File: config.mk
export PLATFORM = sky130hd
export DESIGN_NAME = bus_arbiter
export DESIGN_NICKNAME = d
export VERILOG_FILES = /design/src/rtl/bus_pkg.sv /design/src/rtl/bus_arbiter_rr_pick.sv /design/src/rtl/bus_arbiter.sv
export SDC_FILE = /design/constraint.sdc
export NUM_CORES = 1
export LEC_CHECK = 0
export BUFFER_PORTS_ARGS = -buffer_cell sky130_fd_sc_hd__buf_2
export CAP_MARGIN = 10
export CORE_AREA = 2 2 91 93
export CTS_CLUSTER_DIAMETER = 200
export DETAILED_ROUTE_END_ITERATION = 8
export DIE_AREA = 0 0 93 95
export HOLD_SLACK_MARGIN = 0.1
export PLACE_DENSITY = 0.71
export SYNTH_ARGS = -nofsm -noshare
export SYNTH_HDL_FRONTEND = slang
export SYNTH_SLANG_ARGS = --single-unit
File: constraint.sdc
create_clock -name clk_i -period 2.24 [get_ports clk_i]
set_clock_uncertainty 0.2 [all_clocks]
set_input_delay 0.336 -clock clk_i [delete_from_list [all_inputs] [get_ports clk_i]]
set_output_delay 0.336 -clock clk_i [all_outputs]
set_load 0.01 [all_outputs]
File: src/rtl/bus_pkg.sv
// Shared definitions for the system bus arbiter: chip-select bit indices,
// default slow-slave mask, FSM state encoding and access-mode constants.
package bus_pkg;

  localparam int CE_UROM = 0;
  localparam int CE_SRAM = 1;
  localparam int CE_UART = 2;
  localparam int CE_ERAM = 3;

  localparam logic [7:0] SLOW_MASK_DEF = 8'b0000_1010;

  typedef enum logic [1:0] {
    IDLE = 2'd0,
    WAIT = 2'd1,
    GNT  = 2'd2
  } state_t;

  localparam logic [1:0] HB_WORD = 2'b00;
  localparam logic [1:0] HB_HALF = 2'b01;
  localparam logic [1:0] HB_BYTE = 2'b10;

  function automatic logic is_slow(input logic [7:0] ce, input logic [7:0] mask);
    return |(ce & mask);
  endfunction

endpackage

File: src/rtl/bus_arbiter_rr_pick.sv
// Combinational round-robin picker: first requester after last_owner,
// wrapping modulo NUM_MASTERS.
module rr_pick #(
  parameter int NUM_MASTERS = 2
) (
  input  logic [NUM_MASTERS-1:0] req,
  input  logic [1:0]             last,
  output logic [1:0]             winner,
  output logic                   valid
);

  logic [3:0] req_pad;
  logic [1:0] idx;

  always_comb begin
    req_pad = 4'(req);
    idx     = '0;
    winner  = last;
    valid   = 1'b0;
    for (int i = 1; i <= NUM_MASTERS; i++) begin
      idx = 2'((int'(last) + i) % NUM_MASTERS);
      if (!valid && req_pad[idx]) begin
        winner = idx;
        valid  = 1'b1;
      end
    end
  end

endmodule

File: src/rtl/bus_arbiter.sv
// Round-robin system bus arbiter with slow-slave wait states and a zero-latency
// fast path for master 0. Define ARB_LOCK_EN to add m_lock_i burst locking.
//
//   state | meaning
//   IDLE  | no arbitrated transfer; master 0 fast path may be active
//   WAIT  | owner registered, counting slave wait states, no grant yet
//   GNT   | one-cycle grant pulse to owner, then back to IDLE
module bus_arbiter
  import bus_pkg::*;
#(
  parameter int         NUM_MASTERS = 2,
  parameter logic [7:0] SLOW_MASK   = SLOW_MASK_DEF,
  parameter int         WAIT_CYCLES = 2
) (
  input  logic                     clk_i,
  input  logic                     rst_ni,
  input  logic [NUM_MASTERS-1:0]   m_req_i,
  input  logic [8*NUM_MASTERS-1:0] m_ce_i,
  input  logic [NUM_MASTERS-1:0]   m_we_i,
  input  logic [2*NUM_MASTERS-1:0] m_hb_i,
  input  logic [32*NUM_MASTERS-1:0] m_addr_i,
  input  logic [32*NUM_MASTERS-1:0] m_wdata_i,
`ifdef ARB_LOCK_EN
  input  logic [NUM_MASTERS-1:0]   m_lock_i,
`endif
  output logic [NUM_MASTERS-1:0]   m_gnt_o,
  output logic [7:0]               s_ce_o,
  output logic                     s_we_o,
  output logic [1:0]               s_hb_o,
  output logic [31:0]              s_addr_o,
  output logic [31:0]              s_wdata_o,
  output logic [1:0]               owner_o,
  output logic                     busy_o
);

  state_t      state_q, state_d;
  logic [1:0]  owner_q, owner_d;
  logic [1:0]  last_q, last_d;
  logic [3:0]  cnt_q, cnt_d;

  logic [3:0]  req_pad;
  logic [3:0]  slow_v;
  logic [7:0]  ce_a    [4];
  logic        we_a    [4];
  logic [1:0]  hb_a    [4];
  logic [31:0] addr_a  [4];
  logic [31:0] wdata_a [4];

  logic        fast, drive, gnt_fire, win_valid;
  logic [1:0]  src, win, pick;

`ifdef ARB_LOCK_EN
  logic [3:0]  lock_pad;
  logic        lock_pend_q, lock_pend_d;
  logic        lock_used_q, lock_used_d;
  logic [3:0]  streak_q, streak_d;
  logic        lock_hit;
`endif

  // Pad per-master fields to four slots so owner indexing never runs out of range.
  always_comb begin
    req_pad = 4'(m_req_i);
    for (int i = 0; i < 4; i++) begin
      ce_a[i]    = '0;
      we_a[i]    = 1'b0;
      hb_a[i]    = '0;
      addr_a[i]  = '0;
      wdata_a[i] = '0;
      slow_v[i]  = 1'b0;
    end
    for (int i = 0; i < NUM_MASTERS; i++) begin
      ce_a[i]    = m_ce_i[8*i +: 8];
      we_a[i]    = m_we_i[i];
      hb_a[i]    = m_hb_i[2*i +: 2];
      addr_a[i]  = m_addr_i[32*i +: 32];
      wdata_a[i] = m_wdata_i[32*i +: 32];
      slow_v[i]  = is_slow(m_ce_i[8*i +: 8], SLOW_MASK);
    end
  end

  rr_pick #(.NUM_MASTERS(NUM_MASTERS)) u_rr_pick (
    .req    (m_req_i),
    .last   (last_q),
    .winner (win),
    .valid  (win_valid)
  );

`ifdef ARB_LOCK_EN
  assign lock_pad = 4'(m_lock_i);
  assign lock_hit = lock_pend_q && req_pad[last_q] && (streak_q < 4'd8);
  assign pick     = lock_hit ? last_q : win;
`else
  assign pick     = win;
`endif

  // Fast path is gated by reset so every output is quiet while rst_ni is low.
  assign fast = rst_ni && (state_q == IDLE) && req_pad[0] && !slow_v[0];

  always_comb begin
    state_d  = state_q;
    owner_d  = owner_q;
    last_d   = last_q;
    cnt_d    = cnt_q;
    drive    = 1'b0;
    src      = 2'd0;
    gnt_fire = 1'b0;
`ifdef ARB_LOCK_EN
    lock_pend_d = lock_pend_q;
    lock_used_d = lock_used_q;
    streak_d    = streak_q;
`endif
    case (state_q)
      IDLE: begin
        if (fast) begin
          drive    = 1'b1;
          gnt_fire = 1'b1;
        end else if (win_valid) begin
          owner_d = pick;
`ifdef ARB_LOCK_EN
          lock_pend_d = 1'b0;
          lock_used_d = lock_hit;
`endif
          if (slow_v[pick]) begin
            if (WAIT_CYCLES == 0) begin
              state_d = GNT;
            end else begin
              cnt_d   = 4'(WAIT_CYCLES);
              state_d = WAIT;
            end
          end else begin
            state_d = GNT;
          end
        end
      end
      WAIT: begin
        drive = 1'b1;
        src   = owner_q;
        cnt_d = cnt_q - 4'd1;
        if (!req_pad[owner_q]) begin
          state_d = IDLE;
        end else if (cnt_q <= 4'd1) begin
          state_d = GNT;
        end
      end
      GNT: begin
        drive    = 1'b1;
        src      = owner_q;
        gnt_fire = 1'b1;
        last_d   = owner_q;
        state_d  = IDLE;
`ifdef ARB_LOCK_EN
        lock_pend_d = lock_pad[owner_q];
        streak_d    = lock_used_q ? (streak_q + 4'd1) : 4'd1;
`endif
      end
      default: state_d = IDLE;
    endcase
  end

  always_ff @(posedge clk_i or negedge rst_ni) begin
    if (!rst_ni) begin
      state_q <= IDLE;
      owner_q <= '0;
      last_q  <= 2'(NUM_MASTERS - 1);
      cnt_q   <= '0;
`ifdef ARB_LOCK_EN
      lock_pend_q <= 1'b0;
      lock_used_q <= 1'b0;
      streak_q    <= '0;
`endif
    end else begin
      state_q <= state_d;
      owner_q <= owner_d;
      last_q  <= last_d;
      cnt_q   <= cnt_d;
`ifdef ARB_LOCK_EN
      lock_pend_q <= lock_pend_d;
      lock_used_q <= lock_used_d;
      streak_q    <= streak_d;
`endif
    end
  end

  always_comb begin
    for (int i = 0; i < NUM_MASTERS; i++) begin
      m_gnt_o[i] = gnt_fire && (src == 2'(i));
    end
    s_ce_o    = '0;
    s_we_o    = 1'b0;
    s_hb_o    = '0;
    s_addr_o  = '0;
    s_wdata_o = '0;
    if (drive) begin
      s_ce_o    = ce_a[src];
      s_we_o    = we_a[src];
      s_hb_o    = hb_a[src];
      s_addr_o  = addr_a[src];
      s_wdata_o = wdata_a[src];
    end
  end

  assign owner_o = owner_q;
  assign busy_o  = (state_q != IDLE);

endmodule

==> results of run 1 <==
report_power, final:
part / total, mW / internal (mW) / switching (mW)
clock: 0.239 / 0.156 / 0.0830
sequential: 0.354 / 0.258 / 0.0961
combinational: 6.13 / 2.94 / 3.19
total: 6.72 / 3.35 / 3.37
cells in the mapped netlist (2+ instances only):
cell type	instances
nor2_1	84
a22oi_1	75
clkbuf_1	17
dfrtp_1	9
buf_2	8
ha_1	6
inv_1	6
mux2_2	5
nand2_1	5
and2_1	4
a31oi_2	2
a41oi_1	2
mux2i_1	2
o21ai_0	2
critical path, stage by stage, from the launching register on:
cell and delay, ns:
dfrtp_1 0.38, inv_2 0.09, ha_4 0.22, nand2_4 0.07, nor2_4 0.05, buf_12 0.14
buf_12 0.13, buf_8 0.12, a22oi_1 0.19, nor2_1 0.07, buf_2 0.14
layout make-up:
cell class,instances,area (um^2),area share (%)
clock buffer,4,55.05,1.404
inverter,7,26.28,0.6703
multi-input combinational,215,1645,41.97
sequential,10,251.5,6.416
tap,105,131.4,3.351
timing repair buffer,271,1810,46.19
worst max path at each step:
stage | start | endpoint | depth (start not counted)
floorplan | state_q[0] | s_addr_o[13] | 8
global placement | state_q[0] | s_wdata_o[10] | 8
detailed placement | state_q[0] | s_wdata_o[10] | 8
CTS | state_q[0] | s_wdata_o[1] | 10
global route | state_q[1] | s_addr_o[2] | 10
finish | state_q[1] | s_addr_o[2] | 10
cells by family (layout without fill, tap and decap cells):
family | after synthesis | count (layout) | synth area share [%]
simple gates | 104 | 105 | 25.97
compound gates | 97 | 97 | 43.38
buf+inv | 32 | 282 | 7.482
flops | 10 | 10 | 14.46
mux | 7 | 7 | 4.388
fa+ha+maj | 6 | 6 | 4.316
metal layers:
metal	global-route usage, %	share of wire [%]
met1	27.30	42
met2	31.34	48
met3	2.155	8.2
met4	5.392	2.1
met5	0	0
layout by cell type (no fill, tap or decap), types with 3 or more instances in the layout:
cell type    n
nor2_2       9
clkbuf_16    5
inv_1        4
buf_2      225
buf_6       11
dfrtp_1      9
buf_12      10
ha_1         4
buf_8        3
buf_4       13
buf_16       3
nor2_1      66
mux2_2       5
clkbuf_8     4
nand2_1      4
a22oi_1     49
and2_1       4
nor2_4      10
a22oi_2     26
registers in the layout, summed over array words and instances (netlist names):
register and flops:
cnt_q 4, owner_o 2, last_q 2, state_q 2
metrics by stage:
step	cell area, um^2	utilization, %	total power [mW]
2_1_floorplan	1743	-	2.781
3_3_place_gp	3147	39.69	4.457
3_5_place_dp	3147	39.69	4.530
4_1_cts	3603	45.45	5.960
5_1_grt	3920	49.45	7.156
6_report	3920	49.45	6.722
what timing repair did:
action                                  CTS  global route
pin swaps                                13            27
resized for setup                        32            52
buffers inserted                          9             3
endpoints found under the hold margin    10             0
cloned                                    7             9
endpoints found under the setup margin   76            76
hold buffers                              1             0
==> flow_metrics.tcl, run 1 <==
set metrics [dict create \
    synth.largest_area_cell "a22oi_1" \
    ctsLongestPathBuffers 2 \
    fp.coreArea_um2 7928 \
    result_of_the_run "finished, violations left" \
    grt_setup_unrepaired "true" \
    critPathLaunchType "flip-flop" \
    timing_hold_violations_final 0 \
    pd_cells_nw_per_um2 1715 \
    worstHoldEndpoint "owner_o[0]" \
    cts_tree "done" \
    synth_area_leaders "a22oi_1, nor2_1, dfrtp_1" \
    clk_pin_slew_worst_paths_ns 0.05 \
    ys_types 43 \
    worst_skew_pair_latency_ns 0.25 \
    final-max-slew-violation-count 0 \
    layout_worst_path_cycle_share_pct 106.4 \
    ioPinCount 234 \
    placed_instance_count 585 \
    drt.antenna.violating_nets 0 \
    fmax_ghz 0.4194 \
    worstSetupPathType "flip-flop to output port" \
    synth_enable_flop_cells 0 \
    power.static_leakage_nw 2.107 \
    timing.rr.end "state_q[0]" \
    grt.total_usage_pct 19.38 \
    cap_violations 0 \
    die_w_um 93 \
    worst_slew_pin_slew_ns 0.5256 \
    synth_area_um2 1739 \
    design.die.area_um2 8835 \
    violations "negative setup slack" \
    final_critical_path_setup_slack_ns -0.1444 \
    ir_worst_vdd_uv 933.9 \
    dpl_worst_slack_ns 0.04859 \
    reg2reg_slack_ns 0.17 \
    root_buffer_cell "clkbuf_8" \
    worst-endpoint-arrival_ns 1.85 \
    layout.nets 668 \
    num_vias 3186 \
    worst_hold_launch "m_req_i[1]" \
    area_growth_syn_to_layout_pct 125.4 \
    routed_wire_length_per_instance_um 17.70 \
    synth_largest_type_area_fraction_pct 32.37 \
    layout.cells.non_filler 612 \
    site_row_count 33 \
    hold-path-cell-count 4 \
    synth-seq-area-share_pct 14.46 \
    timing.setup.tns_ns -6.909 \
    fin_hold_ws_ns 0.3688 \
    gr_overflow_total 0 \
    floorplan.die.height_um 95 \
    cp_max_fo 8 \
    synth-main-ff-cell "dfrtp_1" \
    grt_first_pass_wirelength_um 13630 \
    numCtsBuffers 3 \
    diodes 0 \
    postSynthNetCount 416 \
    finalWeightedCongestion 0.9482 \
    pin_count_of_the_biggest_net_entering_global_routing 39 \
    regToRegStartpoint "state_q[1]" \
    numClockSinks 10 \
    detailedRoute.firstPassIterationCount 5 \
    drt_iter0_drc 156 \
    min_path_type "primary input to flip-flop" \
    syn_area_per_cell_um2 6.794 \
    buffer_ports.inserted 233 \
    dp_hpwl_um 6984 \
    number_of_antenna_violations_at_the_first_check_in_global_routing 0 \
    finalSetupViolCount 76 \
    yosysWarnings 0 \
    viasPerCell 5.206 \
    drt-total-wl_um 10830 \
    number_of_cells_on_the_worst_reg_to_reg_path 9 \
    timing.critical_path.to_type "output port" \
    initial_utilization_pct 21.94 \
    timing.final.crit_period_ns 2.384 \
    grt_pass1_vias 2648 \
    drive_gt1_share_pct 67.26 \
    cell_count_after_synthesis 256 \
    worst-endpoint-required_ns 1.70 \
    synth.ff_latch_count 10 \
    async_sr_flop_fraction_pct 100.0 \
    filler_cell_count 781 \
    post-route-drc-count 0 \
    slew_headroom_pct 64.85 \
    cts_max_level 1 \
]
(Power assumes the default switching activity.)
==> run 2, diff against run 1 <==
- ABC_AREA: default -> 1
- CORE_AREA: 2 2 91 93 -> 2 2 90 92
- DIE_AREA: 0 0 93 95 -> 0 0 92 94
- clock period: 2.24 -> 2.2 ns (I/O delays scaled with it)
==> run 2 against run 1 <==
Compared with the run above:
- final area increased by 4.1%
- the run still ends with negative setup slack left
- routed wire length decreased by 1.9%
- power increased by 25%
- register-to-register slack improved by 0.17 ns
- highest routed layer unchanged
- critical path type unchanged
- sequential cell count unchanged
- die area decreased by 2.1%
- first-iteration DRC count decreased by 12%
==> flow_metrics.tcl, run 2 <==
set metrics [dict create \
    result_of_the_run "finished, violations left" \
    violations "negative setup slack" \
    worst_slew_pin_slew_ns 0.3797 \
    slew_headroom_pct 74.59 \
    timing.critical_path.to_type "output port" \
    synth-main-ff-cell "dfrtp_1" \
    ioPinCount 234 \
    die_w_um 92 \
    layout.cells.non_filler 634 \
    critPathLaunchType "flip-flop" \
    post-route-drc-count 0 \
    grt_setup_unrepaired "true" \
    syn_area_per_cell_um2 6.643 \
    dpl_worst_slack_ns -0.007495 \
    layout_common_cells "buf_2, nor2_2, a22oi_1, nor2_1, a22oi_2" \
    final_common_cell "buf_2" \
    synth_area_leaders "a22oi_1, nor2_2, dfrtp_1" \
    postSynthNetCount 435 \
    buffer_ports.inserted 233 \
    site_row_count 32 \
    drt_iter0_drc 137 \
    ctsLongestPathBuffers 2 \
    grt.total_usage_pct 20.61 \
    timing.final.crit_period_ns 2.403 \
    cell_count_after_synthesis 275 \
    number_of_flip_flops_under_the_largest_register_name 4 \
    synth_enable_flop_cells 0 \
    power.static_leakage_nw 2.215 \
    cts_max_level 1 \
    timing_hold_violations_final 0 \
    synth.ff_latch_count 10 \
    placed_instance_count 596 \
    synth_xor_xnor_area_share_pct 0.4795 \
    synth_largest_type_area_fraction_pct 30.82 \
    cp_max_fo 9 \
    synth_area_in_adders_pct 4.110 \
    largest_register "cnt_q" \
    post-synth-top-count-cell "a22oi_1" \
    detailedRoute.firstPassIterationCount 5 \
    fmax_ghz 0.4162 \
    synth-seq-area-share_pct 13.77 \
    synthMuxAreaShare_pct 0.6164 \
    numCtsBuffers 3 \
    number_of_antenna_violations_at_the_first_check_in_global_routing 0 \
    pd_cells_nw_per_um2 2061 \
    synth.largest_area_cell "a22oi_1" \
    worst-endpoint-required_ns 1.67 \
    worstSetupPathType "flip-flop to output port" \
    async_sr_flop_fraction_pct 100.0 \
    diodes 0 \
    cap_violations 0 \
    synthSimpleGateAreaFrac_pct 35.96 \
    finalPower_mw 8.410 \
    numClockSinks 10 \
    yosysWarnings 0 \
    grt_first_pass_wirelength_um 14350 \
    num_vias 3115 \
    finalWeightedCongestion 0.8682 \
    viasPerCell 4.913 \
    layout_worst_path_cycle_share_pct 109.2 \
    ys_types 24 \
    root_buffer_cell "clkbuf_8" \
    fraction_of_the_mapped_netlist_area_in_compound_gates_pct 33.36 \
    initial_utilization_pct 24.01 \
    worst_skew_pair_latency_ns 0.24 \
    gr_overflow_total 0 \
    finalSetupViolCount 76 \
    drt-total-wl_um 10620 \
    drt.antenna.violating_nets 0 \
    drive_gt1_share_pct 70.68 \
    synth_area_um2 1827 \
    dp_hpwl_um 6888 \
    routed_wire_length_per_instance_um 16.75 \
    synth.top_cells.by_count "a22oi_1, nor2_2, nor2_1" \
    min_path_type "primary input to flip-flop" \
    pin_count_of_the_biggest_net_entering_global_routing 40 \
    floorplan.die.height_um 94 \
    fp.coreArea_um2 7607 \
    worst-endpoint-arrival_ns 1.87 \
    synth_top_family_by_area "simple AND/OR/NAND/NOR gates" \
    cts_tree "done" \
    utilization_pct 53.63 \
    area_growth_syn_to_layout_pct 123.4 \
    layout.nets 693 \
    design.die.area_um2 8648 \
    final_critical_path_setup_slack_ns -0.2025 \
    ir_worst_vdd_uv 1352 \
    clk_pin_slew_worst_paths_ns 0.05 \
    final-max-slew-violation-count 0 \
    grt_pass1_vias 2844 \
]
==> run 2: cell types whose count changed after synthesis, moves of 4 or more <==
cell	previous run	this run
buf_6	0	6
nor2_2	1	51
nor2_1	84	40
mux2_2	5	1
inv_1	6	14
clkbuf_1	17	4
nand2_1	5	30
buf_2	8	12
nand3_1	1	9
==> run 2: worst paths after layout <==
check,slack [ns],startpoint,cells after the start,end
min in group asynchronous,0.37,rst_ni,3,state_q[1]
max in group asynchronous,1.20,rst_ni,3,last_q[0]
worst max-delay path,-0.20,state_q[1],9,s_addr_o[0]
worst max register to register,0.34,state_q[1],10,cnt_q[3]
worst min-delay path,0.28,m_req_i[0],4,owner_o[0]
worst min register to register,0.31,last_q[1],1,last_q[1]
==> run 2: routing by layer <==
layer | share of wire, % | global-route usage, % | wire (um) | vias to the layer above
li1 | - | - | - | 1491
met1 | 41 | 25.79 | 4322 | 1446
met2 | 51 | 37.56 | 5378 | 166
met3 | 7.4 | 2.809 | 785 | 12
met4 | 1.2 | 4.602 | 132 | 0
met5 | 0 | 0 | 0 | -
==> run 2: kinds of logic after synthesis <==
group / count (synthesis)
buffers and inverters: 39
DFF: 10
AOI/OAI and AO/OA: 83
xor gates and xnor gates: 1
adders and majority gates: 6
and+or+nand+nor: 135
muxes: 1
==> run 2: final cells by class <==
cell class                 instances  area, um^2
clock buffer                       4       55.05
multi-input combinational        226        1603
inverter                          15       56.30
tap                              102       127.6
fill                             729        3527
sequential                        10       251.5
timing repair buffer             277        1987
==> run 2: worst max-delay path: stages, from the launching register on <==
cell and delay, ns:
dfrtp_1 0.37, inv_2 0.07, ha_4 0.28, nand2_2 0.07
nor2_4 0.18, buf_12 0.16, buf_12 0.15, a22oi_1 0.09
nor2_1 0.13, buf_2 0.14
==> run 2: timing repair <==
action,4_1_cts,5_1_grt
buffers inserted,11,4
endpoints found under the setup margin,75,77
cloned,9,9
pin swaps,4,12
hold buffers,1,0
gates resized for setup,34,37
endpoints found under the hold margin,10,0
==> run 2: stage by stage <==
stage / cell area [um^2] / hold WS (ns) / TNS [ns]
2_1_floorplan: 1827 / -0.1656 / 0
6_report: 4080 / 0.2834 / -11.58
5_1_grt: 4080 / 0.3132 / -17.58
3_3_place_gp: 3137 / 0.09054 / 0
3_5_place_dp: 3137 / 0.08637 / -0.007495
4_1_cts: 3674 / 0.2827 / -9.499
==> run 2: report_power, final <==
group | internal, mW | switching [mW]
clock | 0.158 | 0.0776
combinational | 3.91 | 3.95
sequential | 0.253 | 0.0668
==> run 3, diff against run 2 <==
- ABC_AREA: 1 -> default
- CORE_AREA: 2 2 90 92 -> 2 2 92 94
- DIE_AREA: 0 0 92 94 -> 0 0 94 96
- PLACE_DENSITY: 0.71 -> 0.68
==> run 3 against run 2 <==
Compared with the run above:
- power down 15%
- first-iteration DRC count decreased by 44%
- non-clock buffer count grew 8
- highest routed layer is now met5
- count of clock-buffer cells in the layout is the same
- critical endpoint is now s_addr_o[25]
- die area is 4.3% higher
- core utilization down 1.2 points
- maximum frequency rose by 0.40%
- critical path type unchanged
- combinational power decreased by 16%
- the flow still finishes with violations (negative setup slack)
==> flow_metrics.tcl, run 3 (same netlist as run 1, synthesis figures left out) <==
set metrics [dict create \
    number_of_cells_on_the_worst_reg_to_reg_path 7 \
    pin_count_of_the_biggest_net_entering_global_routing 41 \
    timing.final.crit_period_ns 2.393 \
    root_buffer_cell "clkbuf_8" \
    number_of_flip_flops_under_the_largest_register_name 4 \
    cts_max_level 1 \
    buffer_ports.inserted 233 \
    switching_share_pct 47.76 \
    grt.total_usage_pct 19.33 \
    die_w_um 94 \
    grt.met1_usage_pct 23.69 \
    min_path_type "flip-flop to flip-flop" \
    layout.cells.non_filler 627 \
    power.static_leakage_nw 2.211 \
    ff_latch_area_um2 251.5 \
    slew_headroom_pct 69.05 \
    worst_slew_pin_slew_ns 0.4628 \
    critical_path_buf_inv_count 5 \
    netSwitchingPower_mw 3.424 \
    pd_cells_nw_per_um2 1698 \
    timing.setup.tns_ns -9.913 \
    violations "negative setup slack" \
    largest_register "cnt_q" \
    regToRegStartpoint "state_q[0]" \
    max_stage_delay_ns 0.38 \
    internal-power_mw 3.744 \
    sequence_of_cells_on_the_critical_path "inv_2 -> ha_4 -> buf_4 -> o21ai_4 -> buf_12 -> clkbuf_16 -> a22oi_2 -> nor2_1 -> buf_2" \
    cap_violations 0 \
    site_row_count 33 \
    cp_top_family "buffers and inverters" \
    drt_iter0_drc 77 \
    cts_tree "done" \
    worst-endpoint-required_ns 1.67 \
    reg2reg_slack_ns 0.26 \
    layout_common_cells "buf_2, nor2_1, a22oi_2, buf_4" \
    multi_input_area_um2 1767 \
    drt.antenna.violating_nets 0 \
    power.clock.fraction_pct 3.3 \
    ir_worst_vdd_uv 640.3 \
    grt_first_pass_wirelength_um 13850 \
    layout_worst_path_cycle_share_pct 108.8 \
    detailedRoute.firstPassIterationCount 4 \
    cp_max_fo 6 \
    ioPinCount 234 \
    routed_wire_length_per_instance_um 17.44 \
    ctsLongestPathBuffers 2 \
    num_vias 3182 \
    numCtsBuffers 3 \
    finalWeightedCongestion 0.8289 \
    number_of_antenna_violations_at_the_first_check_in_global_routing 3 \
    gr-max-usage-layer "met2" \
    grt_pass1_vias 2753 \
    gr_overflow_total 0 \
    finalPower_mw 7.168 \
    crit_path_start "state_q[0]" \
    power.combinational.fraction_pct 91.6 \
    crit_slowest_cell "dfrtp_1" \
    drt-total-wl_um 10940 \
    timing.rr.end "state_q[1]" \
    post-route-drc-count 0 \
    grt_use_met2_pct 34.64 \
    design.die.area_um2 9024 \
    worst-endpoint-arrival_ns 1.86 \
    worst_setup_path_endpoint "s_addr_o[25]" \
    timing.critical_path.to_type "output port" \
    timing.critical_path.depth 9 \
    final_critical_path_setup_slack_ns -0.1929 \
    area_growth_syn_to_layout_pct 142.7 \
    dp_hpwl_um 7231 \
    final-max-slew-violation-count 0 \
    viasPerCell 5.075 \
    placed_instance_count 590 \
    timing_hold_violations_final 0 \
    grtUsageMet3_pct 4.072 \
    fp.coreArea_um2 8051 \
    worstSetupPathType "flip-flop to output port" \
    p_seq_share_pct 5.1 \
    layout.nets 681 \
    filler_cell_count 758 \
    numClockSinks 10 \
    drive_gt1_share_pct 73.85 \
    result_of_the_run "finished, violations left" \
    grt_setup_unrepaired "true" \
    initial_utilization_pct 21.60 \
    finalSetupViolCount 76 \
    clk_pin_slew_worst_paths_ns 0.05 \
    final_common_cell "buf_2" \
    fmax_ghz 0.4179 \
    floorplan.die.height_um 96 \
    worst_skew_pair_latency_ns 0.24 \
    critPathLaunchType "flip-flop" \
]
==> run 3: cell types whose count changed in the layout (fill, tap and decap cells not counted), sizes merged, moves of 4 or more <==
| cell | before | now |
|---|---|---|
| nor2 | 91 | 85 |
| mux2 | 1 | 5 |
| inv | 15 | 6 |
| buf | 270 | 277 |
| nand2 | 30 | 5 |
| nand3 | 9 | 1 |
==> run 3: metrics by stage <==
stage,hold WS [ns],setup WS [ns],cell area [um^2],utilization (%)
after floorplan,-0.1656,-0.05459,1743,-
after global placement,0.1091,0.01013,3197,39.70
after detailed placement,0.1194,-0.005566,3197,39.70
after CTS,0.3775,-0.2027,3886,48.27
after global routing,0.3954,-0.2931,4219,52.40
final,0.3761,-0.1929,4222,52.43
==> run 3: area by class of cell <==
type,count,area share (%)
Antenna cell,2,0.1186
Sequential cell,10,5.957
Timing Repair Buffer,285,47.04
Multi-Input combinational cell,214,41.85
Clock buffer,4,1.304
Tap cell,105,3.112
Inverter,7,0.6224
==> run 3: how the worst min path moves through the flow <==
stage | to | startpoint | depth (start not counted) | slack (ns)
6_report | last_q[1] | last_q[1] | 1 | 0.38
5_1_grt | last_q[1] | last_q[1] | 1 | 0.40
4_1_cts | last_q[1] | last_q[1] | 1 | 0.38
3_5_place_dp | owner_o[1] | rst_ni | 2 | 0.12
3_3_place_gp | owner_o[1] | rst_ni | 2 | 0.11
2_1_floorplan | cnt_q[0] | rst_ni | 0 | -0.17
==> run 3: timing repair <==
| action | CTS | global route |
|---|---|---|
| gates resized for setup | 74 | 45 |
| setup endpoints to repair | 77 | 77 |
| hold buffers | 1 | 0 |
| cloned | 6 | 7 |
| setup buffers | 17 | 3 |
| pin swaps | 30 | 18 |
| endpoints found under the hold margin | 10 | 0 |
==> run 3: power by group through the flow <==
stage	logic (mW)	registers [mW]	clock network [mW]
2_1_floorplan	2.49	0.343	0
3_3_place_gp	4.34	0.354	0
3_5_place_dp	4.41	0.357	0
4_1_cts	5.83	0.362	0.240
5_1_grt	7.04	0.378	0.253
6_report	6.57	0.365	0.234
==> run 3: metal layers <==
layer  vias up  part of all wire [%]
met4         2                   2.4
li1       1492                     -
met5         -                  0.12
met1      1524                    38
met3        20                   7.0
met2       144                    52
